[src/rtl/cla_mw_add_seq_pkg.sv]
// -----------------------------------------------------------------------------
// cla_mw_add_seq_pkg
// Shared definitions for the multi-word add/subtract sequencer:
//   - SLICE_W        : width of the single CLA slice (16 bits)
//   - state_e        : sequencer state encoding (IDLE/RUN/DONE)
//   - signed_ovf()   : two's-complement overflow from the three MSBs
//   - `CLA_SLICE     : selects 16-bit slice number idx out of a wide vector
// -----------------------------------------------------------------------------
`ifndef CLA_MW_ADD_SEQ_PKG_SV
`define CLA_MW_ADD_SEQ_PKG_SV

// Slice idx (LSB slice = 0) of a wide operand vector.
`define CLA_SLICE(vec, idx) vec[(idx) * cla_mw_add_seq_pkg::SLICE_W +: cla_mw_add_seq_pkg::SLICE_W]

package cla_mw_add_seq_pkg;

   localparam int SLICE_W = 16;

   typedef enum logic [1:0] {
      IDLE = 2'd0,
      RUN  = 2'd1,
      DONE = 2'd2
   } state_e;

   // Overflow when both addends share a sign and the result sign differs.
   // b_msb is the MSB of the already-inverted operand for subtraction.
   function automatic logic signed_ovf(input logic a_msb,
                                       input logic b_msb,
                                       input logic s_msb);
      return (a_msb == b_msb) && (s_msb != a_msb);
   endfunction

endpackage

`endif

[src/rtl/cla_mw_add_seq_cla.sv]
// -----------------------------------------------------------------------------
// cla_16bits
// 16-bit carry-look-ahead adder: four 4-bit groups with group generate/
// propagate and a fully expanded look-ahead across the groups.
// Ports:
//   a_i, b_i : 16-bit addends
//   c_i      : carry in
//   s_o      : 16-bit sum
//   c_o      : carry out of bit 15
// -----------------------------------------------------------------------------
module cla_16bits
   import cla_mw_add_seq_pkg::*;
(
   input  logic [SLICE_W-1:0] a_i,
   input  logic [SLICE_W-1:0] b_i,
   input  logic               c_i,
   output logic [SLICE_W-1:0] s_o,
   output logic               c_o
);

   logic [SLICE_W-1:0] g_s;
   logic [SLICE_W-1:0] p_s;
   logic [SLICE_W-1:0] c_s;
   logic [3:0]         gg_s;
   logic [3:0]         gp_s;
   logic [4:0]         gc_s;

   assign g_s = a_i & b_i;
   assign p_s = a_i ^ b_i;

   // Group generate / propagate for each 4-bit group.
   always_comb begin
      gg_s = 4'b0000;
      gp_s = 4'b0000;
      for (int k = 0; k < 4; k++) begin
         gg_s[k] = g_s[4*k+3]
                 | (p_s[4*k+3] & g_s[4*k+2])
                 | (p_s[4*k+3] & p_s[4*k+2] & g_s[4*k+1])
                 | (p_s[4*k+3] & p_s[4*k+2] & p_s[4*k+1] & g_s[4*k]);
         gp_s[k] = &p_s[4*k +: 4];
      end
   end

   // Group carries, expanded so no carry ripples between groups.
   assign gc_s[0] = c_i;
   assign gc_s[1] = gg_s[0] | (gp_s[0] & c_i);
   assign gc_s[2] = gg_s[1] | (gp_s[1] & gg_s[0]) | (gp_s[1] & gp_s[0] & c_i);
   assign gc_s[3] = gg_s[2] | (gp_s[2] & gg_s[1]) | (gp_s[2] & gp_s[1] & gg_s[0])
                  | (gp_s[2] & gp_s[1] & gp_s[0] & c_i);
   assign gc_s[4] = gg_s[3] | (gp_s[3] & gg_s[2]) | (gp_s[3] & gp_s[2] & gg_s[1])
                  | (gp_s[3] & gp_s[2] & gp_s[1] & gg_s[0])
                  | (gp_s[3] & gp_s[2] & gp_s[1] & gp_s[0] & c_i);

   // Bit carries inside each group from that group's carry-in.
   always_comb begin
      c_s = '0;
      for (int k = 0; k < 4; k++) begin
         c_s[4*k]   = gc_s[k];
         c_s[4*k+1] = g_s[4*k] | (p_s[4*k] & gc_s[k]);
         c_s[4*k+2] = g_s[4*k+1] | (p_s[4*k+1] & g_s[4*k])
                    | (p_s[4*k+1] & p_s[4*k] & gc_s[k]);
         c_s[4*k+3] = g_s[4*k+2] | (p_s[4*k+2] & g_s[4*k+1])
                    | (p_s[4*k+2] & p_s[4*k+1] & g_s[4*k])
                    | (p_s[4*k+2] & p_s[4*k+1] & p_s[4*k] & gc_s[k]);
      end
   end

   assign s_o = p_s ^ c_s;
   assign c_o = gc_s[4];

endmodule

[src/rtl/cla_mw_add_seq.sv]
// -----------------------------------------------------------------------------
// cla_mw_add_seq
// Multi-word add/subtract sequencer. Operands of 16*WORDS bits are accepted
// in IDLE, pushed one 16-bit slice per cycle (LSB first) through a single
// cla_16bits instance with the carry held in a register, and the full result
// is presented in DONE until the consumer takes it.
// Ports:
//   clk_i        : clock, rising edge
//   rst_i        : synchronous reset, active high
//   in_valid_i   : command valid
//   in_ready_o   : command can be accepted (IDLE only)
//   a_i, b_i     : operands, sampled on the accept edge
//   sub_i        : 0 = A+B, 1 = A-B (A + ~B + 1)
//   out_valid_o  : result valid (DONE only)
//   out_ready_i  : consumer accepts result
//   sum_o        : registered full-width result
//   c_out_o      : carry out of MSB slice (1 = no borrow on subtract)
//   ovf_o        : two's-complement signed overflow
// -----------------------------------------------------------------------------
module cla_mw_add_seq
   import cla_mw_add_seq_pkg::*;
#(
   parameter int WORDS = 4
)
(
   input  logic                     clk_i,
   input  logic                     rst_i,
   input  logic                     in_valid_i,
   output logic                     in_ready_o,
   input  logic [SLICE_W*WORDS-1:0] a_i,
   input  logic [SLICE_W*WORDS-1:0] b_i,
   input  logic                     sub_i,
   output logic                     out_valid_o,
   input  logic                     out_ready_i,
   output logic [SLICE_W*WORDS-1:0] sum_o,
   output logic                     c_out_o,
   output logic                     ovf_o
);

   localparam int W     = SLICE_W * WORDS;
   localparam int IDX_W = $clog2(WORDS);

   state_e             state_q;
   logic [W-1:0]       a_q;
   logic [W-1:0]       b_q;       // holds ~b for subtraction
   logic [W-1:0]       sum_q;
   logic [W-1:0]       sum_d;
   logic               carry_q;
   logic [IDX_W-1:0]   idx_q;
   logic               c_out_q;
   logic               ovf_q;
   logic               in_ready_q;
   logic               out_valid_q;

   logic [SLICE_W-1:0] cla_a_s;
   logic [SLICE_W-1:0] cla_b_s;
   logic [SLICE_W-1:0] cla_s_s;
   logic               cla_c_s;

   assign cla_a_s = `CLA_SLICE(a_q, idx_q);
   assign cla_b_s = `CLA_SLICE(b_q, idx_q);

   cla_16bits u_cla (
      .a_i (cla_a_s),
      .b_i (cla_b_s),
      .c_i (carry_q),
      .s_o (cla_s_s),
      .c_o (cla_c_s)
   );

   // Per-slice write enable: only the slice addressed by idx takes the CLA sum.
   always_comb begin
      sum_d = sum_q;
      for (int w = 0; w < WORDS; w++) begin
         if ((state_q == RUN) && (idx_q == IDX_W'(w))) begin
            sum_d[w*SLICE_W +: SLICE_W] = cla_s_s;
         end else begin
            sum_d[w*SLICE_W +: SLICE_W] = sum_q[w*SLICE_W +: SLICE_W];
         end
      end
   end

   // Sequencer FSM with registered handshake and result outputs.
   always_ff @(posedge clk_i) begin
      if (rst_i) begin
         state_q     <= IDLE;
         a_q         <= '0;
         b_q         <= '0;
         sum_q       <= '0;
         carry_q     <= 1'b0;
         idx_q       <= '0;
         c_out_q     <= 1'b0;
         ovf_q       <= 1'b0;
         in_ready_q  <= 1'b1;
         out_valid_q <= 1'b0;
      end else begin
         sum_q <= sum_d;
         case (state_q)
            IDLE: begin
               if (in_valid_i) begin
                  a_q        <= a_i;
                  b_q        <= sub_i ? ~b_i : b_i;
                  carry_q    <= sub_i;    // the +1 of two's-complement negate
                  idx_q      <= '0;
                  in_ready_q <= 1'b0;
                  state_q    <= RUN;
               end else begin
                  state_q    <= IDLE;
               end
            end
            RUN: begin
               carry_q <= cla_c_s;
               if (idx_q == IDX_W'(WORDS - 1)) begin
                  // Last slice: idx is left at WORDS-1 rather than wrapping.
                  c_out_q     <= cla_c_s;
                  ovf_q       <= signed_ovf(a_q[W-1], b_q[W-1], cla_s_s[SLICE_W-1]);
                  out_valid_o_guard: out_valid_q <= 1'b1;
                  state_q     <= DONE;
               end else begin
                  idx_q       <= idx_q + IDX_W'(1);
               end
            end
            DONE: begin
               if (out_ready_i) begin
                  out_valid_q <= 1'b0;
                  in_ready_q  <= 1'b1;
                  state_q     <= IDLE;
               end else begin
                  state_q     <= DONE;
               end
            end
            default: begin
               out_valid_q <= 1'b0;
               in_ready_q  <= 1'b1;
               state_q     <= IDLE;
            end
         endcase
      end
   end

   assign in_ready_o  = in_ready_q;
   assign out_valid_o = out_valid_q;
   assign sum_o       = sum_q;
   assign c_out_o     = c_out_q;
   assign ovf_o       = ovf_q;

endmodule

[config.mk]
export PLATFORM = sky130hd
export DESIGN_NAME = cla_mw_add_seq
export DESIGN_NICKNAME = d
export VERILOG_FILES = /design/src/rtl/cla_mw_add_seq_pkg.sv /design/src/rtl/cla_mw_add_seq_cla.sv /design/src/rtl/cla_mw_add_seq.sv
export SDC_FILE = /design/constraint.sdc
export NUM_CORES = 1
export LEC_CHECK = 0
export CORE_MARGIN = 2
export CORE_UTILIZATION = 55
export DETAILED_ROUTE_END_ITERATION = 16
export GPL_ROUTABILITY_DRIVEN = 0
export HOLD_SLACK_MARGIN = 0.06
export MAX_ROUTING_LAYER = met4
export PLACE_DENSITY = 0.86
export SYNTH_ARGS = -nofsm -noshare
export SYNTH_HDL_FRONTEND = slang
export SYNTH_SLANG_ARGS = --single-unit
[constraint.sdc]
create_clock -name clk_i -period 6.42 [get_ports clk_i]
set_clock_uncertainty 0.05 [all_clocks]
set_input_delay 1.926 -clock clk_i [delete_from_list [all_inputs] [get_ports clk_i]]
set_output_delay 1.926 -clock clk_i [all_outputs]
set_load 0.02 [all_outputs]
# Word level (Yosys, flattened, before mapping)
# Cells that the tools add are included.
[word_totals] word_cells=185 ff_bits=201 input_bits=133
[classes] n_mux=16 shift=2 reduce_logical=18 n_eq_ne=11 bitwise_logic=124 add_sub_neg=1
[op_table] cell="$shiftx 64x7->16" n=2
[op_table] cell="$and 1x1->1" n=72
[op_table] cell="$mux 64" n=1
[op_table] cell="$not 64->64" n=1
[op_table] cell="$or 1x1->1" n=46
[op_table] cell="$xor 16x16->16" n=2
[op_table] cell="$and 16x16->16" n=1
[op_table] cell="$reduce_and 4->1" n=4
[op_table] cell="$reduce_and 3->1" n=3
[op_table] cell="$mux 2" n=4
[op_table] cell="$eq 2x2->1 const B" n=3
[op_table] cell="$mux 1" n=6
[op_table] cell="$ne 2x2->1 const B" n=3
[op_table] cell="$pmux 1 s3" n=2
[op_table] cell="$pmux 2 s3" n=1
[op_table] cell="$reduce_and 2->1" n=3
[op_table] cell="$logic_and 1x1->1" n=5
[op_table] cell="$eq 2x1->1 const B" n=2
[op_table] cell="$logic_not 2->1" n=2
[op_table] cell="$pmux 2 s2" n=1
[op_table] cell="$add 2x1->2 const B" n=1
[op_table] cell="$ne 2x1->1 const B" n=1
[op_table] cell="$not 1->1" n=2
[op_table] cell="$pmux 1 s2" n=1
[op_table] cell="3 further kinds" n=3

# Logic depth before layout (Yosys ltp)
# Gate-level depths: netlist of the first run.
[depth] ltp_word=15 depth_mapped=12 mapped_depth_nobuf=10

# Hierarchy
# Synthesis of the first run repeated with hierarchy kept, for this count alone.
[hier_totals] cells_unflattened=1032 area_unflattened_um2=9196.3
[modules_own_cells] mod="cla_mw_add_seq" cells_per_inst=932 seq_area_each_um2=4023.9 instances=1 area_per_inst_um2=8375.5
[modules_own_cells] mod="cla_16bits" cells_per_inst=100 seq_area_each_um2=0.0 instances=1 area_per_inst_um2=820.8

# Worst setup path before layout of the first run
# Ideal clock, no wire load.
[synth_path] path_type="register -> register" from="register idx_q[0]" to="register sum_q[29] (netlist: sum_o[29])" path_stages_with_launch=13 required_time_ns=6.233 arrival_time_ns=3.328 n_path_buf=2 slack_ns=2.905 setup_time_ns=0.137 cell_sequence="dfxtp_1 > buf_2 > buf_2 > mux4_2 > ha_1 > and4_1 > a31oi_1 > o21bai_4 > and2_1 > inv_1 > fa_1 > xnor2_1 > a211oi_1"
[synth_between] elab_chain_len=13
[synth_rtl] item="from (decl)" line_no="cla_mw_add_seq.sv:49" text="logic [IDX_W-1:0] idx_q;"
[synth_rtl] item="from (signal assigned)" line_no="cla_mw_add_seq.sv:120" text="idx_q <= idx_q + IDX_W'(1);"
[synth_rtl] item="$shiftx 64x7->16 (no source line)"
[synth_rtl] item="$xor 16x16->16 or $and 16x16->16 (tied branches)" line_no="cla_mw_add_seq_cla.sv:29, cla_mw_add_seq_cla.sv:28"
[synth_rtl] item="$and 1x1->1 (on tied branches)" line_no="cla_mw_add_seq_cla.sv:37, cla_mw_add_seq_cla.sv:38, cla_mw_add_seq_cla.sv:39"
[synth_rtl] item="$or 1x1->1, or another cell as far along" line_no="cla_mw_add_seq_cla.sv:37" text="| (p_s[4*k+3] & g_s[4*k+2])"
[synth_rtl] item="$or 1x1->1 or $and 1x1->1 (tied branches)" line_no="cla_mw_add_seq_cla.sv:38, cla_mw_add_seq_cla.sv:39"
[synth_rtl] item="$or 1x1->1" line_no="cla_mw_add_seq_cla.sv:39" text="| (p_s[4*k+3] & p_s[4*k+2] & p_s[4*k+1] & g_s[4*k]);"
[synth_rtl] item="$and 1x1->1" line_no="cla_mw_add_seq_cla.sv:48" text="assign gc_s[3] = gg_s[2] | (gp_s[2] & gg_s[1]) | (gp_s[2] & gp_s[1] & gg_s[0])"
[synth_rtl] item="$or 1x1->1 (2 in series)" line_no="cla_mw_add_seq_cla.sv:48"
[synth_rtl] item="$or 1x1->1" line_no="cla_mw_add_seq_cla.sv:49" text="| (gp_s[2] & gp_s[1] & gp_s[0] & c_i);"
[synth_rtl] item="$and 1x1->1" line_no="cla_mw_add_seq_cla.sv:59" text="c_s[4*k+1] = g_s[4*k] | (p_s[4*k] & gc_s[k]);"
[synth_rtl] item="$or 1x1->1" line_no="cla_mw_add_seq_cla.sv:59"
[synth_rtl] item="$xor 16x16->16" line_no="cla_mw_add_seq_cla.sv:68" text="assign s_o = p_s ^ c_s;"
[synth_rtl] item="to (signal assigned)" line_no="cla_mw_add_seq.sv:97" text="sum_q <= sum_d;"
[synth_rtl] item="to (decl)" line_no="cla_mw_add_seq.sv:46" text="logic [W-1:0] sum_q;"
# Several ways; a longest one is shown, not always the timed one.
# A chain may end at the register's enable or synchronous reset.

# Final worst setup path of the first run
[layout_path] from="register idx_q[0]" to="register sum_q[61] (netlist: sum_o[61])"
# The elaborated chain is that of the path after synthesis.

==> results of run 1 <==
report_power, final:
group          switching [uW]  internal [uW]  total [uW]
clock network             470            741        1210
registers                48.8           1320        1370
logic                     292            257         549
total                     811           2320        3130
worst max-delay path, cell delays in order (launching register included):
cell and delay (ns):
dfxtp_2 0.60, buf_4 0.50, mux4_2 0.57, ha_1 0.42, a21oi_1 0.21, o211ai_1 0.13
o21ai_0 0.30, and2_1 0.23, inv_1 0.08, fa_1 0.43, xnor2_1 0.34, a211oi_1 0.14
flip-flops by register name (all words and copies together), names as in the netlist:
register,cells
c_out_o,1
sum_o,64
out_valid_o,1
ovf_o,1
carry_q,1
state_q,2
b_q,64
a_q,64
in_ready_o,1
idx_q,2
layer usage:
metal,wire length [um],vias to the layer above,part of all wire,track usage
li1,-,3835,-,-
met1,9273,3655,0.39,0.3260
met2,11650,300,0.50,0.4502
met3,1495,85,0.064,0.03843
met4,1077,0,0.046,0.1040
met5,0,-,0,-
area by class of cell:
type,instances,area (um^2)
clock buffer,29,615.6
sequential,201,4026
tap,220,275.3
fill,1209,4546
timing repair buffer,204,2043
inverter,9,33.78
multi-input combinational,727,4797
clock inverter,4,70.07
cells by family (layout without fill, tap and decap cells):
group / Yosys count / after routing
fa+ha+maj: 24 / 24
mux: 35 / 35
compound gates: 228 / 228
xor+xnor: 74 / 74
flops: 201 / 201
buf+inv: 92 / 246
simple gates: 366 / 366
metrics by stage:
| stage | power, uW | hold slack [ns] | cell area, um^2 |
|---|---|---|---|
| after floorplan | 1731 | 0.3831 | 9166 |
| after global placement | 1927 | 0.3891 | 11180 |
| after detailed placement | 1941 | 0.3972 | 11180 |
| after CTS | 3141 | 0.4053 | 11860 |
| after global routing | 3258 | 0.4236 | 11860 |
| final | 3133 | 0.4054 | 11860 |
how the worst max path moves through the flow:
stage | start | to | slack [ns] | depth (start not counted)
final | idx_q[0] | sum_o[61] | 2.22 | 11
after global routing | idx_q[0] | sum_o[61] | 1.80 | 11
after CTS | idx_q[0] | sum_o[61] | 2.20 | 11
after detailed placement | in_valid_i | b_q[24] | 2.24 | 5
after global placement | idx_q[0] | sum_o[13] | 2.33 | 11
after floorplan | idx_q[0] | sum_o[29] | 2.91 | 12
cells in the final DEF, fill, tap and decap left out, types with 3 or more instances in the layout:
master | netlist | routed
a21o_1 | 3 | 3
or2_2 | 3 | 3
mux4_2 | 32 | 32
nand2b_1 | 4 | 4
o31ai_1 | 8 | 8
fa_1 | 4 | 4
clkdlybuf4s50_1 | 0 | 198
a21oi_1 | 97 | 97
nor2b_1 | 3 | 3
nand2_1 | 190 | 189
nand4_1 | 5 | 5
nor3_1 | 10 | 10
inv_1 | 9 | 9
o21a_1 | 5 | 5
ha_1 | 20 | 20
o21ai_0 | 7 | 7
xnor2_1 | 73 | 73
nand3_1 | 7 | 7
o311ai_0 | 4 | 4
nand3b_1 | 20 | 20
and2_1 | 6 | 5
a211oi_1 | 85 | 85
nor2_1 | 109 | 109
clkbuf_8 | 0 | 6
buf_4 | 0 | 4
mux2i_1 | 3 | 3
dfxtp_1 | 201 | 199
clkbuf_16 | 0 | 21
a311oi_1 | 4 | 4
==> run_results.csv, run 1 <==
group,metric,value,unit
run_status,status,"complete, no violations",
logic_synthesis,synth_edf_count,0,
floorplanning,die_y,133.1,um
final_layout,fin_cells,1394,
final_layout,final_layout_size_suffix_gt1_frac,0.06899,
clock_tree,clock_path_buffers,3,
detailed_routing,remaining_drc_errors,0,
flow_run,maxCapViolations,0,
clock_tree,path_clk_slew,0.06,ns
logic_synthesis,synth.distinct_cells,48,
global_route,antenna_found_initial,0,
floorplanning,top_level_ports,201,
floorplanning,dieArea,0.01771,mm^2
logic_synthesis,synth-simple-area-share,0.1704,
global_route,first_global_vias,7251,
global_route,grt.overflow.total,0,
worst_hold_path,hold_class,"reg2reg",
final_layout,post-route-util,0.7229,
detailed_routing,wirelength,23500,um
worst_setup_path,ff2ff_path_depth,11,
timing,period_minus_slack,4.205,ns
timing,worst_pin_slew,1.168,ns
logic_synthesis,syn_avg_cell_area,8.987,um^2
detailed_routing,first_iter_violations,447,
floorplanning,fp.coreArea,0.01641,mm^2
place,place_ws,2.243,ns
final_layout,num_antenna_cells,0,
place,io_buffer_count,200,
worst_setup_path,required,6.69,ns
detailed_routing,dr.pass1.iters,5,
logic_synthesis,yosys_warnings,0,
detailed_routing,ant_nets,0,
logic_synthesis,seq_area_frac_synth,0.4390,
logic_synthesis,synthTopCellsByCount,"dfxtp_1 (201), nand2_1 (190), nor2_1 (109)",
worst_setup_path,worstSetupPathType,"reg2reg",
logic_synthesis,synth-main-ff-cell,"dfxtp_1",
worst_setup_path,critPathLaunchType,"flop",
global_route,track_usage,0.2670,
logic_synthesis,synthMuxAreaShare,0.08190,
clock_tree,tritoncts,"yes",
clock_tree,cts_root_buffer,"clkbuf_16",
timing,rsz0062_at_grt,"false",
logic_synthesis,async_flop_share,0,
timing,period_share,0.6549,
final_layout,syn_to_final_growth,29.40,%
worst_hold_path,hold_depth,2,
clock_tree,cts_buffers,20,
logic_synthesis,synthDominantCellAreaShare,0.4390,
detailed_routing,viasPerCell,5.649,
power_and_ir_drop,p_leak,0.004175,uW
logic_synthesis,synth_area,0.009166,mm^2
global_route,grt_pass1_wl,36990,um
logic_synthesis,yosysMostFrequentCell,"dfxtp_1",
logic_synthesis,yosys_register_bits,201,
timing,clock.fmax,237.8,MHz
clock_tree,hold_buffers,0,
clock_tree,htreeDepth,1,
worst_setup_path,worst-endpoint-arrival,4.48,ns
logic_synthesis,synth_compound_area_frac,0.1638,
timing,hold_viol,0,
timing,finalSetupViolCount,0,
logic_synthesis,synth_fa_ha_area_frac,0.03604,
detailed_routing,routed-via-count,7875,
floorplanning,die_x,133.1,um
timing,slew_violations,0,
clock_tree,cts_resized,0,
floorplanning,initial_core_util,0.5587,
worst_setup_path,rr_endpoint,"sum_o[61]",
logic_synthesis,yosysTopAreaCell,"dfxtp_1",
worst_hold_path,hold_end,"sum_o[34]",
worst_setup_path,rr_startpoint,"idx_q[0]",
clock_tree,cts.sink_count,201,
logic_synthesis,synth_xor_area_frac,0.07071,
worst_hold_path,hold_path_startpoint,"sum_o[34]",
final_layout,nNetsFinal,1320,
logic_synthesis,synth_top_family_by_area,"simple AND/OR/NAND/NOR gates",
logic_synthesis,synthTopCellsByArea,"dfxtp_1 (44%), mux4_2 (7.9%), nand2_1 (7.8%), xnor2_1 (7.0%), a211oi_1 (7.0%)",
worst_setup_path,crit_path_end_kind,"flop",
logic_synthesis,synthesis.nets,1177,
global_route,grt_max_degree,151,
detailed_routing,wl_per_cell,16.86,um
floorplanning,row_count,47,
clock_tree,cts_setup_buffers,0,
timing,tns,0,ns
worst_setup_path,rrSetupSlack,2.22,ns
timing,relSlewSlack,0.2184,
power_and_ir_drop,p_per_area,264.2,mW/mm^2
clock_tree,insertion_delay,0.49,ns
worst_setup_path,path_max_fanout,25,
timing,setup_ws,2.215,ns
logic_synthesis,synthCells,1020,
place,dp_cells,1361,
place,hpwlAfterDp,16520,um
power_and_ir_drop,vdd_drop_max,0.1804,mV
Note: power is estimated with default switching activity, not from simulation.
==> inputs of run 2 (changes only) <==
CORE_UTILIZATION = 51   (was 55)
PLACE_DENSITY = 0.8   (was 0.86)
clock period = 4 ns   (was 6.42 ns; I/O delays follow)
==> run 2 against run 1 <==
Routed wire length is 2.0% higher. Worst hold slack worse by 0.0016 ns. Maximum frequency is 15% higher. Sequential power is 61% higher. Clock power is 45% higher. Setup slack worse by 1.9 ns.
==> run_results.csv, run 2 (synthesis results as in run 1) <==
group,metric,value,unit
run_status,status,"complete, no violations",
detailed_routing,ant_nets,0,
clock_tree,cts_root_buffer,"clkbuf_16",
power_and_ir_drop,p_per_area,408.2,mW/mm^2
worst_setup_path,rr_startpoint,"idx_q[0]",
detailed_routing,routed-via-count,7856,
place,io_buffer_count,200,
final_layout,num_antenna_cells,0,
clock_tree,cts.sink_count,201,
clock_tree,hold_buffers,0,
worst_hold_path,hold_class,"reg2reg",
final_layout,final_layout_size_suffix_gt1_frac,0.06943,
power_and_ir_drop,vdd_drop_max,0.2837,mV
timing,period_minus_slack,3.661,ns
final_layout,fill_cells,1469,
floorplanning,row_count,49,
worst_setup_path,worstSetupPathType,"reg2reg",
final_layout,final_cell_mix,"dfxtp_1 (199), clkdlybuf4s50_1 (198), nand2_1 (189), nor2_1 (109), a21oi_1 (97)",
global_route,track_usage,0.2536,
worst_setup_path,rrSetupSlack,0.34,ns
worst_setup_path,worst-endpoint-arrival,3.93,ns
timing,holdWs,0.4038,ns
detailed_routing,remaining_drc_errors,0,
final_layout,nNetsFinal,1326,
detailed_routing,first_iter_violations,674,
clock_tree,cts_resized,0,
timing,slew_violations,0,
power_and_ir_drop,total_power,4853,uW
timing,period_share,0.9153,
global_route,grt_max_degree,147,
global_route,grt_pass1_wl,38350,um
worst_setup_path,critPathLaunchType,"flop",
detailed_routing,wl_per_cell,17.00,um
clock_tree,cts_setup_buffers,0,
global_route,antenna_found_initial,0,
floorplanning,die_x,138.1,um
worst_hold_path,hold_depth,2,
timing,rsz0062_at_grt,"false",
detailed_routing,wirelength,23980,um
final_layout,final_common_cell,"dfxtp_1",
clock_tree,insertion_delay,0.49,ns
timing,hold_viol,0,
timing,clock.fmax,273.1,MHz
floorplanning,initial_core_util,0.5156,
floorplanning,top_level_ports,201,
global_route,first_global_vias,7556,
place,dp_cells,1376,
worst_setup_path,path_max_fanout,22,
timing,tns,0,ns
floorplanning,fp.coreArea,0.01778,mm^2
worst_setup_path,required,4.27,ns
flow_run,maxCapViolations,0,
floorplanning,die_y,138.1,um
clock_tree,cts_buffers,20,
worst_hold_path,hold_path_startpoint,"a_q[9]",
final_layout,syn_to_final_growth,29.70,%
clock_tree,tritoncts,"yes",
detailed_routing,dr.pass1.iters,5,
worst_hold_path,hold_end,"a_q[9]",
worst_setup_path,ff2ff_path_depth,11,
detailed_routing,viasPerCell,5.572,
timing,relSlewSlack,0.3051,
global_route,grt.overflow.total,0,
place,hpwlAfterDp,17640,um
clock_tree,path_clk_slew,0.06,ns
timing,worst_pin_slew,1.042,ns
floorplanning,dieArea,0.01906,mm^2
worst_setup_path,rr_endpoint,"sum_o[45]",
clock_tree,htreeDepth,1,
clock_tree,clock_path_buffers,3,
worst_setup_path,crit_path_end_kind,"flop",
timing,finalSetupViolCount,0,
power_and_ir_drop,p_leak,0.004177,uW
worst_setup_path,crit_start,"idx_q[0]",
final_layout,fin_cells,1410,
final_layout,post-route-util,0.6687,
## run 2: where the power goes
part,switching (uW),internal [uW]
combinational,466,422
sequential,83.6,2130
clock,738,1020
## run 2: routing by layer
layer / GRT usage / vias to the layer above / share of wire / routed length (um)
met1: 0.3043 / 3668 / 0.40 / 9689
met2: 0.4307 / 279 / 0.50 / 11980
li1: - / 3847 / - / -
met3: 0.03983 / 62 / 0.055 / 1328
met5: - / - / 0 / 0
met4: 0.09882 / 0 / 0.041 / 981
## run 2: final cells by class
| type | count | area, um^2 | area share |
|---|---|---|---|
| Clock buffer | 32 | 596.8 | 0.05020 |
| Clock inverter | 2 | 10.01 | 0.0008419 |
| Inverter | 9 | 33.78 | 0.002842 |
| Multi-Input combinational cell | 727 | 4797 | 0.4035 |
| Sequential cell | 201 | 4026 | 0.3387 |
| Tap cell | 229 | 286.5 | 0.02410 |
| Timing Repair Buffer | 210 | 2138 | 0.1799 |
## run 2: per-stage QoR
stage | area [um^2] | worst slack [ns]
after floorplan | 9166 | 0.4850
after global placement | 11280 | 0.4391
after detailed placement | 11280 | 0.3458
after CTS | 11890 | 0.3195
after global routing | 11890 | 0.1013
final | 11890 | 0.3386
## run 2: worst max-delay path by stage
| stage | to | slack (ns) | depth (start not counted) |
|---|---|---|---|
| floorplan | sum_o[29] | 0.49 | 12 |
| global placement | sum_o[29] | 0.44 | 11 |
| detailed placement | sum_o[61] | 0.35 | 11 |
| CTS | sum_o[45] | 0.32 | 11 |
| global route | sum_o[45] | 0.10 | 11 |
| finish | sum_o[45] | 0.34 | 11 |
## run 2: critical path: stages, from the launching register on
cell and delay (ns):
dfxtp_2 0.46, buf_12 0.24, mux4_2 0.53, ha_1 0.44
and4_1 0.25, a31oi_1 0.19, o21bai_4 0.17, and2_1 0.21
inv_1 0.08, fa_1 0.43, xnor2_1 0.31, a211oi_1 0.13
